$ cat src/rtl/proc_pkg.sv
// proc_pkg: shared opcodes, branch condition codes, flag indices and instruction helpers
package proc_pkg;
  localparam logic [3:0] OP_ADD = 4'h0, OP_SUB = 4'h1, OP_AND = 4'h2, OP_OR = 4'h3;
  localparam logic [3:0] OP_LDA = 4'h4, OP_LDB = 4'h5, OP_NOP = 4'h6;
  localparam logic [2:0] BR_ALWAYS = 3'd0, BR_Z = 3'd1, BR_NZ = 3'd2, BR_N = 3'd3;
  localparam logic [2:0] BR_C = 3'd4, BR_V = 3'd5, BR_NN = 3'd6, BR_NEVER = 3'd7;
  localparam int F_N = 3, F_Z = 2, F_C = 1, F_V = 0;
  typedef struct packed {
    logic [3:0] op;
    logic [7:0] arg;
  } instr_t;
  function automatic logic two_byte(input logic [3:0] op);
    return op[3] || op == OP_LDA || op == OP_LDB;
  endfunction
  function automatic logic branch_cond(input logic [2:0] c, input logic [3:0] f);
    return c == BR_ALWAYS ? 1'b1 :
           c == BR_Z      ? f[F_Z] :
           c == BR_NZ     ? !f[F_Z] :
           c == BR_N      ? f[F_N] :
           c == BR_C      ? f[F_C] :
           c == BR_V      ? f[F_V] :
           c == BR_NN     ? !f[F_N] : 1'b0;
  endfunction
endpackage

$ cat src/rtl/sync_fifo.sv
// sync_fifo: single-clock FIFO with occupancy level; caller never overflows or underflows it
module sync_fifo #(
  parameter int WIDTH = 12,
  parameter int DEPTH = 4
) (
  input  logic                     clk,
  input  logic                     rst_n,
  input  logic                     wr,
  input  logic [WIDTH-1:0]         din,
  input  logic                     rd,
  output logic [WIDTH-1:0]         dout,
  output logic [$clog2(DEPTH):0]   level,
  output logic                     full,
  output logic                     empty
);
  localparam int AW = $clog2(DEPTH);
  logic [WIDTH-1:0] mem [DEPTH];
  logic [AW-1:0]    wptr, rptr;
  assign dout  = mem[rptr];
  assign full  = level == (AW+1)'(DEPTH);
  assign empty = level == '0;
  // storage array, written at the tail
  always_ff @(posedge clk) if (wr) mem[wptr] <= din;
  // pointers wrap naturally since depth is a power of two
  always_ff @(posedge clk or negedge rst_n)
    if (!rst_n) begin
      wptr  <= '0;
      rptr  <= '0;
      level <= '0;
    end else begin
      if (wr) wptr <= wptr + 1'b1;
      if (rd) rptr <= rptr + 1'b1;
      level <= level + (AW+1)'(wr) - (AW+1)'(rd);
    end
endmodule

$ cat src/rtl/instr_issue.sv
// instr_issue: assembles UART bytes into instructions, queues them and issues one per exec_ready
module instr_issue
  import proc_pkg::*;
#(
  parameter int FIFO_DEPTH  = 4,
  parameter int ARG_TIMEOUT = 50000
) (
  input  logic                          clk,
  input  logic                          rst_n,
  input  logic [7:0]                    rx_data,
  input  logic                          rx_valid,
  input  logic                          exec_ready,
  input  logic [3:0]                    flags,
  output logic [3:0]                    OPcode,
  output logic                          en,
  output logic [7:0]                    operand,
  output logic                          branch_taken,
  output logic                          rx_ready,
  output logic                          frame_err,
  output logic                          ovf,
  output logic [$clog2(FIFO_DEPTH):0]   fifo_level
);
  localparam int CW = $clog2(ARG_TIMEOUT + 1);
  localparam logic [0:0] S_OP = 1'b0, S_ARG = 1'b1;
  logic [0:0]    state;
  logic [3:0]    lat_op;
  logic [CW-1:0] cnt;
  logic [3:0]    rx_op;
  logic          push, pop, wr, full, empty;
  instr_t        push_data, head;
  assign rx_op     = rx_data[7:4];
  assign push      = rx_valid && (state == S_ARG || !two_byte(rx_op));
  assign push_data = state == S_ARG ? '{op: lat_op, arg: rx_data} : '{op: rx_op, arg: 8'h00};
  assign pop       = !empty && exec_ready;
  assign wr        = push && (!full || pop);
  assign rx_ready  = !full;
  sync_fifo #(.WIDTH(12), .DEPTH(FIFO_DEPTH)) u_fifo (
    .clk(clk), .rst_n(rst_n), .wr(wr), .din(push_data), .rd(pop),
    .dout(head), .level(fifo_level), .full(full), .empty(empty)
  );
  // byte assembler: opcode byte, optional argument byte, abandoned after ARG_TIMEOUT idle cycles
  always_ff @(posedge clk or negedge rst_n)
    if (!rst_n) begin
      state     <= S_OP;
      lat_op    <= '0;
      cnt       <= '0;
      frame_err <= 1'b0;
    end else begin
      frame_err <= 1'b0;
      if (state == S_OP) begin
        if (rx_valid && two_byte(rx_op)) begin
          state  <= S_ARG;
          lat_op <= rx_op;
          cnt    <= '0;
        end
      end else if (rx_valid) state <= S_OP;
      else if (cnt == CW'(ARG_TIMEOUT - 1)) begin
        state     <= S_OP;
        frame_err <= 1'b1;
      end else cnt <= cnt + 1'b1;
    end
  // issue stage: register queue head on pop, evaluate branch with flags of the pop cycle
  always_ff @(posedge clk or negedge rst_n)
    if (!rst_n) begin
      OPcode       <= '0;
      operand      <= '0;
      en           <= 1'b0;
      branch_taken <= 1'b0;
      ovf          <= 1'b0;
    end else begin
      en           <= pop;
      ovf          <= push && full && !pop;
      branch_taken <= pop && head.op[3] && branch_cond(head.op[2:0], flags);
      if (pop) begin
        OPcode  <= head.op;
        operand <= head.arg;
      end
    end
endmodule

$ cat config.mk
export PLATFORM = sky130hd
export DESIGN_NAME = instr_issue
export DESIGN_NICKNAME = d
export VERILOG_FILES = /design/src/rtl/proc_pkg.sv /design/src/rtl/sync_fifo.sv /design/src/rtl/instr_issue.sv
export SDC_FILE = /design/constraint.sdc
export NUM_CORES = 1
export LEC_CHECK = 0
export ABC_AREA = 0
export CAP_MARGIN = 10
export CORE_MARGIN = 2
export CORE_UTILIZATION = 24
export DETAILED_ROUTE_END_ITERATION = 8
export GPL_TIMING_DRIVEN = 1
export PLACE_DENSITY = 0.43
export SETUP_SLACK_MARGIN = 0.02
export SKIP_CTS_REPAIR_TIMING = 1
export SYNTH_ARGS = -nofsm -noshare
export SYNTH_HDL_FRONTEND = slang
export SYNTH_SLANG_ARGS = --single-unit
$ cat constraint.sdc
create_clock -name clk -period 6.4 [get_ports clk]
set_clock_uncertainty 0.2 [all_clocks]
set_input_delay 1.28 -clock clk [delete_from_list [all_inputs] [get_ports clk]]
set_output_delay 1.28 -clock clk [all_outputs]
set_load 0.02 [all_outputs]
; Yosys cells after proc, flatten, opt, wreduce, memory -nomap -nowiden
; Memory sizes are Yosys's and may differ from the RTL's.
; Cells that the tools add are included.
[classes]
n_addsub = 5
eq_ne = 12
mux = 21
bitwise = 1
n_reduce_logical = 23
[ops]
columns = cell, n
row1 = 16-bit 2-to-1 mux, 4
row2 = "16-bit by 1-bit adder with 16-bit output, second input constant", 1
row3 = "16-bit equality test, second input constant", 1
row4 = 1-bit 2-to-1 mux, 16
row5 = "3-bit equality test, second input constant", 4
row6 = 12-bit 2-to-1 mux, 1
row7 = "4-bit by 3-bit equality test with 1-bit output, second input constant", 2
row8 = 1-bit logical AND, 8
row9 = "3-bit by 2-bit equality test with 1-bit output, second input constant", 2
row10 = 1-bit logical NOT, 6
row11 = 3-bit logical NOT, 2
row12 = "2-bit by 1-bit adder with 2-bit output, second input constant", 2
row13 = 1-bit logical OR, 4
row14 = "2-bit inequality test, second input constant", 2
row15 = 3-bit by 1-bit adder with 3-bit output, 1
row16 = "3-bit by 1-bit equality test with 1-bit output, second input constant", 1
row17 = 3-bit AND reduction, 1
row18 = 3-bit by 1-bit subtractor with 3-bit output, 1
row19 = 2-bit AND reduction, 1
row20 = 2-bit nonzero test, 1
row21 = 1-bit NOT, 1
[totals]
regBits = 44
mem_bits_rw = 48
input_bits = 16
output_inout_bits = 20
word_cells = 75
memories = 1
[memory_table]
columns = memory, depth, word_bits, rd, rd_ports_with_merged_regs, write_ports, line
row1 = u_fifo.mem, 4, 12, 1, 0, 1, sync_fifo.sv:17  ; logic [WIDTH-1:0] mem [DEPTH];

; Depth between registers and ports, before layout
; Gate-level depths: netlist of the first run.
; An unclocked memory read counts as a cell.
[depth]
depth_word = 10
ltp_mapped = 10
mapped_depth_nobuf = 10

; Hierarchy
; Synthesis of the first run repeated with hierarchy kept, for this count alone.
[unflattened]
cells_unflattened = 264
hier_area_um2 = 3972.6
[modules_own_cells]
columns = mod, instances, cells_per_inst, area_each_um2, seq_area_each_um2
row1 = sync_fifo, 1, 97, 2148.3, 1616.6
row2 = instr_issue, 1, 167, 1824.2, 925.9

; Worst setup path before layout of the first run
; Ideal clock, no wire load.
[synth_path]
path_kind = input-to-reg
from = input port rx_data[6]
to = register u_fifo.level[2]
setup_time_ns = 0.130
t_arrival_ns = 3.072
t_required_ns = 6.070
path_slack_ns = 2.998
cell_stages = 10
path_buffers = 0
path_cell_list = nor2b_1 -> o21ai_0 -> o211a_1 -> inv_1 -> ha_1 -> inv_1 -> ha_1 -> fa_1 -> xor2_1 -> xnor2_1
[synth_via]
elab_chain_cells = 9
word_cells_on_any_way = 10
cone_classes = add/sub (2) / eq/ne (2) / reduce/logical (6)
[synth_rtl]
columns = element, line
row1 = start: declaration, instr_issue.sv:10  ; input logic [7:0] rx_data,
row2 = 4-bit by 3-bit equality test with 1-bit output, proc_pkg.sv:13  ; return op[3] || op == OP_LDA || op == OP_LDB;
row3 = 1-bit logical OR, proc_pkg.sv:13
row4 = 1-bit logical OR (*), proc_pkg.sv:13
row5 = 1-bit logical NOT (*), instr_issue.sv:32  ; assign push = rx_valid && (state == S_ARG || !two_byte(rx_op));
row6 = 1-bit logical OR (*), instr_issue.sv:32
row7 = 1-bit logical AND (*), instr_issue.sv:32
row8 = 1-bit logical AND (*), instr_issue.sv:35  ; assign wr = push && (!full || pop);
row9 = 3-bit by 1-bit adder with 3-bit output (*), sync_fifo.sv:33  ; level <= level + (AW+1)'(wr) - (AW+1)'(rd);
row10 = 3-bit by 1-bit subtractor with 3-bit output (*), sync_fifo.sv:33
row11 = end signal: assignment, sync_fifo.sv:33
row12 = end: declaration, sync_fifo.sv:12  ; output logic [$clog2(DEPTH):0] level,
; Every way passes the cells marked *; elsewhere a longest branch is shown, timed or not.
; A chain may end at the register's enable or synchronous reset.

; Final worst setup path of the first run
; Same ends and word-level chain as after synthesis.

==> metrics, run 1 <==
# IOs 36; synthesized net count 313; vias in the first global route 2307; cell area after synthesis 0.00394 mm²; Initial DRC Count 90; WP data arrival 3900 ps; Reg2Reg Capture Point u_fifo.level[2]; cell internal pwr 0.00136 W; pwr/cell area 401 mW/mm²; switching share of power 0.305; Row Count 46; initial antenna violation count 0; MaxCap Viol Count 0; cell leakage power 1.86 nW; FILL cells 1603; worst r2r path cells 8; WL final 7920 µm; predominant post-synthesis flop cell edfxtp_1; hold path start operand[5]; Startpoint Class primary input; nets 352; net switching power 0.000595 W; outcome finished clean; crit path kind in -> reg; crit end category flop; largest area contributor in the netlist edfxtp_1; Worst Hold Path Cells 2; CP max FO 7; Syn Area/Cell 13.6 µm²; TNS Setup 0 ps; Mapped Cells 289; Yosys reg bits 92; Final Non-Filler Cells 549; final instance area 0.00486 mm²; Synth Warn # 0; Placed Area 0.00454 mm²; ANT cells 0; Worst Hold Class reg -> reg; Req. time, crit path 6420 ps; final setup violation count 0; Die H 132 µm; share of cells above drive strength 1 0.126; Via density 4.22; routed len/inst 14.4 µm; buffer depth of the longest clock path 2; sequential power share 0.428; clock sink count 92; Yosys cell types 42; hpwl dp 5280 µm; first-pass GRT wire length 12800 µm; Inserted Clock Buffers 9; Area Overhead vs Synth 23.4%; top cell type's share of synthesized area 0.366; hold endpoint operand[5]; Initial Utilization 0.247; power share of the clock group 0.290; die footprint 0.0175 mm²; CTS tree built; RSZ-0062 raised after global routing no; Final Total Pwr 0.00195 W; die width 132 µm; clk_lat worst skew 330 ps; post-synthesis async set-or-reset flop share 0.478; H-tree Lvls 3; DR vias 2316; Worst-path clk slew 70 ps; Tightest Pin Transition 1060 ps; minimum clock period 3880 ps; root buffer cell clkbuf_16; Logic pwr share 0.282; sequential-to-total area share from yosys stat 0.645; RR Startpoint u_fifo.level[2]; top post-synthesis cells by area edfxtp_1, dfrtp_1, mux4_2, nand2_1, mux2_2; Post-route DRC 0; GRT Total Usage 0.0950; Hold Slack 272 ps; Cells after DPL 533; GR Overflow Total 0; core area 0.0159 mm²; largest net degree at the start of global routing 45; Final Max Tran Viols 0; R2R setup slack 2960 ps; drt pass-1 iters 4; highest clock rate 0.258 GHz; number of buffers added on ports 35; final critical-path share of the clock period 0.606; Worst slew margin 0.289; GP Congestion 0.741; Routed Antenna Nets 0; Peak supply drop 0.149 mV; Post-synth EDFFs 48; Final Hold Fails 0
[cell type report]
class                      count  area (µm²)  share of cell area
sequential                    92        2540               0.523
tap                          216         270              0.0556
clock buffer                  12         268              0.0551
inverter                      16        60.1              0.0123
timing repair buffer          37         360              0.0741
multi-input combinational    172        1310               0.269
clock inverter                 4        55.1              0.0113
[placed cells by master (no fill, tap or decap), drive strengths merged, types with 2 or more instances in the layout]
cell type and count:
a21oi 2, and2 12, buf 3, clkbuf 12, clkdlybuf4s50 34, dfrtp 44, edfxtp 48, ha 7
inv 17, mux2 9, mux2i 5, mux4 12, nand2 49, nand2b 3, nand3 7, nand4 4
nor2 7, nor2b 2, nor3 5, nor4 3, nor4b 2, o211ai 4, o21ai 7, o31ai 3
or3 5, or4 2, or4b 2, xnor2 7, xor2 2
[layer usage]
metal  vias to the layer above  share of wire  track usage
li1                       1123              -            -
met2                        34           0.46        0.140
met3                         6          0.034       0.0250
met4                         0          0.016       0.0417
met1                      1153           0.49        0.131
met5                         -              0            0
[cells in the mapped netlist, types with 2 or more instances]
master / n
a21oi_1: 2
nand3_1: 7
o211ai_1: 4
nor3_1: 5
nor2b_1: 2
or4b_1: 2
mux2i_1: 5
nand4_1: 3
and2_1: 12
or3_1: 5
nor2_1: 7
nor4b_1: 2
mux4_2: 12
o31ai_1: 3
nand2b_1: 3
edfxtp_1: 48
xnor2_1: 7
clkbuf_1: 7
xor2_1: 2
dfrtp_1: 44
o21ai_0: 7
mux2_2: 9
inv_1: 16
nand2_1: 49
ha_1: 7
nor4_1: 3
[how the worst max path moves through the flow]
stage	start	to	slack [ps]	cells past startpoint
3_5_place_dp	exec_ready	u_fifo.level[2]	2150	9
5_1_grt	exec_ready	u_fifo.level[2]	2250	9
6_report	rx_data[6]	u_fifo.level[2]	2520	11
4_1_cts	exec_ready	u_fifo.level[2]	2510	9
2_1_floorplan	rx_data[6]	u_fifo.level[2]	3000	10
3_3_place_gp	rx_data[6]	u_fifo.level[2]	2170	11
[power by group through the flow]
stage                     clock network, W  registers [W]  logic [W]
final                             0.000566       0.000835   0.000550
after global routing              0.000603       0.000852   0.000612
after CTS                         0.000583       0.000838   0.000564
after detailed placement                 0       0.000850   0.000563
after global placement                   0       0.000848   0.000556
after floorplan                          0       0.000880   0.000302
[state kept, by name (all words and copies together), names as in the netlist]
name and count:
u_fifo.mem 48, cnt 16, operand 8, OPcode 4, lat_op 4, u_fifo.level 3, u_fifo.rptr 2, u_fifo.wptr 2
branch_taken 1, en 1, frame_err 1, ovf 1, state 1
[critical path, stage by stage]
cell and delay, ps:
clkdlybuf4s50_1 480, nor2b_1 180, o21ai_0 410, o211a_1 340
inv_1 70, ha_1 270, inv_1 40, ha_1 180
fa_1 370, xor2_1 160, xnor2_1 120
[cells by family (layout without fill, tap and decap cells)]
logic type,Yosys count,in the layout,share of synthesized area
compound gates,22,22,0.0375
xor+xnor,9,9,0.0200
fa+ha+maj,8,8,0.0273
buf+inv,25,69,0.0241
flops,92,92,0.645
mux,26,26,0.107
simple gates,107,107,0.139
[metrics by stage]
step	utilization	setup WS [ps]
after global routing	0.305	2250
final	0.305	2520
after floorplan	-	3000
after CTS	0.305	2510
after detailed placement	0.285	2150
after global placement	0.285	2170
(Power assumes the default switching activity.)
==> run 2: changes to the inputs <==
==> constraint.sdc (replaced) <==
create_clock -name clk -period 3.7 [get_ports clk]
set_clock_uncertainty 0.2 [all_clocks]
set_input_delay 0.74 -clock clk [delete_from_list [all_inputs] [get_ports clk]]
set_output_delay 0.74 -clock clk [all_outputs]
set_load 0.02 [all_outputs]
==> run 2 against run 1 <==
Effect of this change: hold slack about the same; first-iteration DRC count increased by 110%; worst setup slack got worse by 1900 ps; combinational power increased by 71%; clock-buffer cell count decreased by 3; routed wire length increased by 1.9%; register-to-register slack got worse by 2000 ps; power increased by 66%.
==> metrics, run 2 (same netlist as run 1, synthesis figures left out) <==
outcome finished clean (unchanged); Placed Area 0.00462 mm² (was 0.00454 mm²); Post-route DRC 0 (unchanged); top layer in use met4 (unchanged); Largest stage delay, worst path 480 ps (about the same); FILL cells 1635 (was 1603); Initial Utilization 0.247 (unchanged); delay-heaviest family, CP adder cells (unchanged); Worst Hold Class reg -> reg (unchanged); Tightest Pin Transition 1040 ps (was 1060 ps); RSZ-0062 raised after global routing no (unchanged); multi-input logic area 0.00131 mm² (unchanged); core area 0.0159 mm² (unchanged); pwr/cell area 664 mW/mm² (was 401 mW/mm²); Initial DRC Count 192 (was 90); clock sink count 92 (unchanged); Startpoint Class primary input (unchanged); Final Hold Fails 0 (unchanged); Peak supply drop 0.216 mV (was 0.149 mV); highest clock rate 0.323 GHz; crit path buf inv count 3 (unchanged); Routed Antenna Nets 0 (unchanged); initial antenna violation count 0 (unchanged); Req. time, crit path 3720 ps (was 6420 ps); ANT cells 0 (unchanged); WL final 8070 µm (was 7920 µm); H-tree Lvls 3 (unchanged); Reg area 0.00254 mm² (unchanged); first-pass GRT wire length 13500 µm (was 12800 µm); Inserted Clock Buffers 9 (unchanged); minimum clock period 3100 ps; Row Count 46 (unchanged); final critical-path share of the clock period 0.838; Via density 4.26 (was 4.22); pre-CTS setup slack 218 ps (was 2150 ps); GP Congestion 0.748 (was 0.741); Die H 132 µm (unchanged); MaxCap Viol Count 0 (unchanged); Area Overhead vs Synth 24.0% (was 23.4%); WP data arrival 3120 ps (was 3900 ps); routed len/inst 14.4 µm (about the same); Biggest register u_fifo.mem (unchanged); Worst-path clk slew 60 ps (was 70 ps); RR Startpoint state (was u_fifo.level[2]); WL met3 283 µm (was 266 µm); drt pass-1 iters 5 (was 4); share of cells above drive strength 1 0.149 (was 0.126); nets 362 (was 352); final instance area 0.00488 mm² (was 0.00486 mm²); Slowest cell on crit path clkdlybuf4s50_1 (unchanged); # IOs 36 (unchanged); WL met2 3560 µm (was 3650 µm); launch point of the worst path rx_data[6] (unchanged); Final Max Tran Viols 0 (unchanged); number of buffers added on ports 35 (unchanged); crit end category flop (unchanged); met1 wire length 4070 µm (was 3870 µm); root buffer cell clkbuf_16 (unchanged); largest net degree at the start of global routing 45 (unchanged); worst-path cell chain clkdlybuf4s50_1, nor2b_1, o21ai_0, o211a_1, inv_1, ha_1, inv_1, ha_1, fa_1, xor2_1, xnor2_1 (unchanged); CTS tree built (unchanged); final setup violation count 0 (unchanged); most frequent cells in the layout nand2_1, edfxtp_1, dfrtp_1 (unchanged); CP max FO 4 (was 7); hold path start operand[2] (was operand[5]); Worst slew margin 0.304 (was 0.289); max reg flops 48 (unchanged); most common cell after layout, fill and taps aside nand2_1 (unchanged); clk_lat worst skew 340 ps (was 330 ps); TNS Setup 0 ps (unchanged); Top Registers u_fifo.mem (48), cnt (16), operand (8) (unchanged); buffer depth of the longest clock path 2 (unchanged); GR Overflow Total 0 (unchanged); vias in the first global route 2410 (was 2307); DR vias 2379 (was 2316); GRT Total Usage 0.100 (was 0.0950); cell leakage power 1.88 nW (was 1.86 nW); die footprint 0.0175 mm² (unchanged); hpwl dp 5410 µm (was 5280 µm); crit path kind in -> reg (unchanged); Final WS setup 600 ps (was 2520 ps); die width 132 µm (unchanged)
[run 2: cell count changes in the layout (fill, tap and decap cells not counted)]
cell / change
clkinvlp_4: +2
inv_6: -1
clkinv_1: +2
clkbuf_8: -1
clkbuf_1: -1
clkbuf_16: -1
clkinv_2: +1
buf_4: +10
bufinv_16: -1
[run 2: worst register-to-register path: stages (launching register included)]
cell and delay, ps:
dfrtp_1 720, inv_1 120, o21ai_0 180, o211a_1 230, inv_1 50, ha_1 260, inv_1 40, ha_1 190
fa_1 380, xor2_1 160, xnor2_1 120
[run 2: area by class of cell]
cell class / count / area share
well taps: 216 / 0.0553
clock inverters: 7 / 0.00897
multi-input cells: 172 / 0.268
repair buffers: 47 / 0.0891
flip-flops and latches: 92 / 0.520
inverters: 16 / 0.0123
clock buffers: 9 / 0.0461
[run 2: layer usage]
metal  vias up  global-route usage
met2        40               0.145
met5         -                   0
met4         0              0.0471
li1       1147                   -
met1      1181               0.140
met3        11              0.0254
[run 2: final timing paths]
check | cells past startpoint | end | slack (ps)
setup / recovery | 11 | u_fifo.level[2] | 600
hold / removal | 2 | operand[2] | 270
setup reg to reg | 10 | u_fifo.level[2] | 950
hold reg to reg | 2 | operand[2] | 270
max in group asynchronous | 1 | state | 2270
min in group asynchronous | 1 | cnt[15] | 400
[run 2: power breakdown]
group          leakage [nW]  internal [W]  total, W  switching [W]
sequential             1.01       0.00130   0.00147       0.000169
clock                 0.123      0.000450  0.000831       0.000381
combinational         0.748      0.000474  0.000943       0.000468
[run 2: stage by stage]
stage | total power [W] | utilization | hold slack [ps] | cells
global route | 0.00346 | 0.306 | 301 | 559
global placement | 0.00245 | 0.290 | 259 | 543
floorplan | 0.00204 | - | 244 | 289
CTS | 0.00331 | 0.306 | 278 | 559
finish | 0.00325 | 0.306 | 271 | 559
detailed placement | 0.00247 | 0.290 | 264 | 543
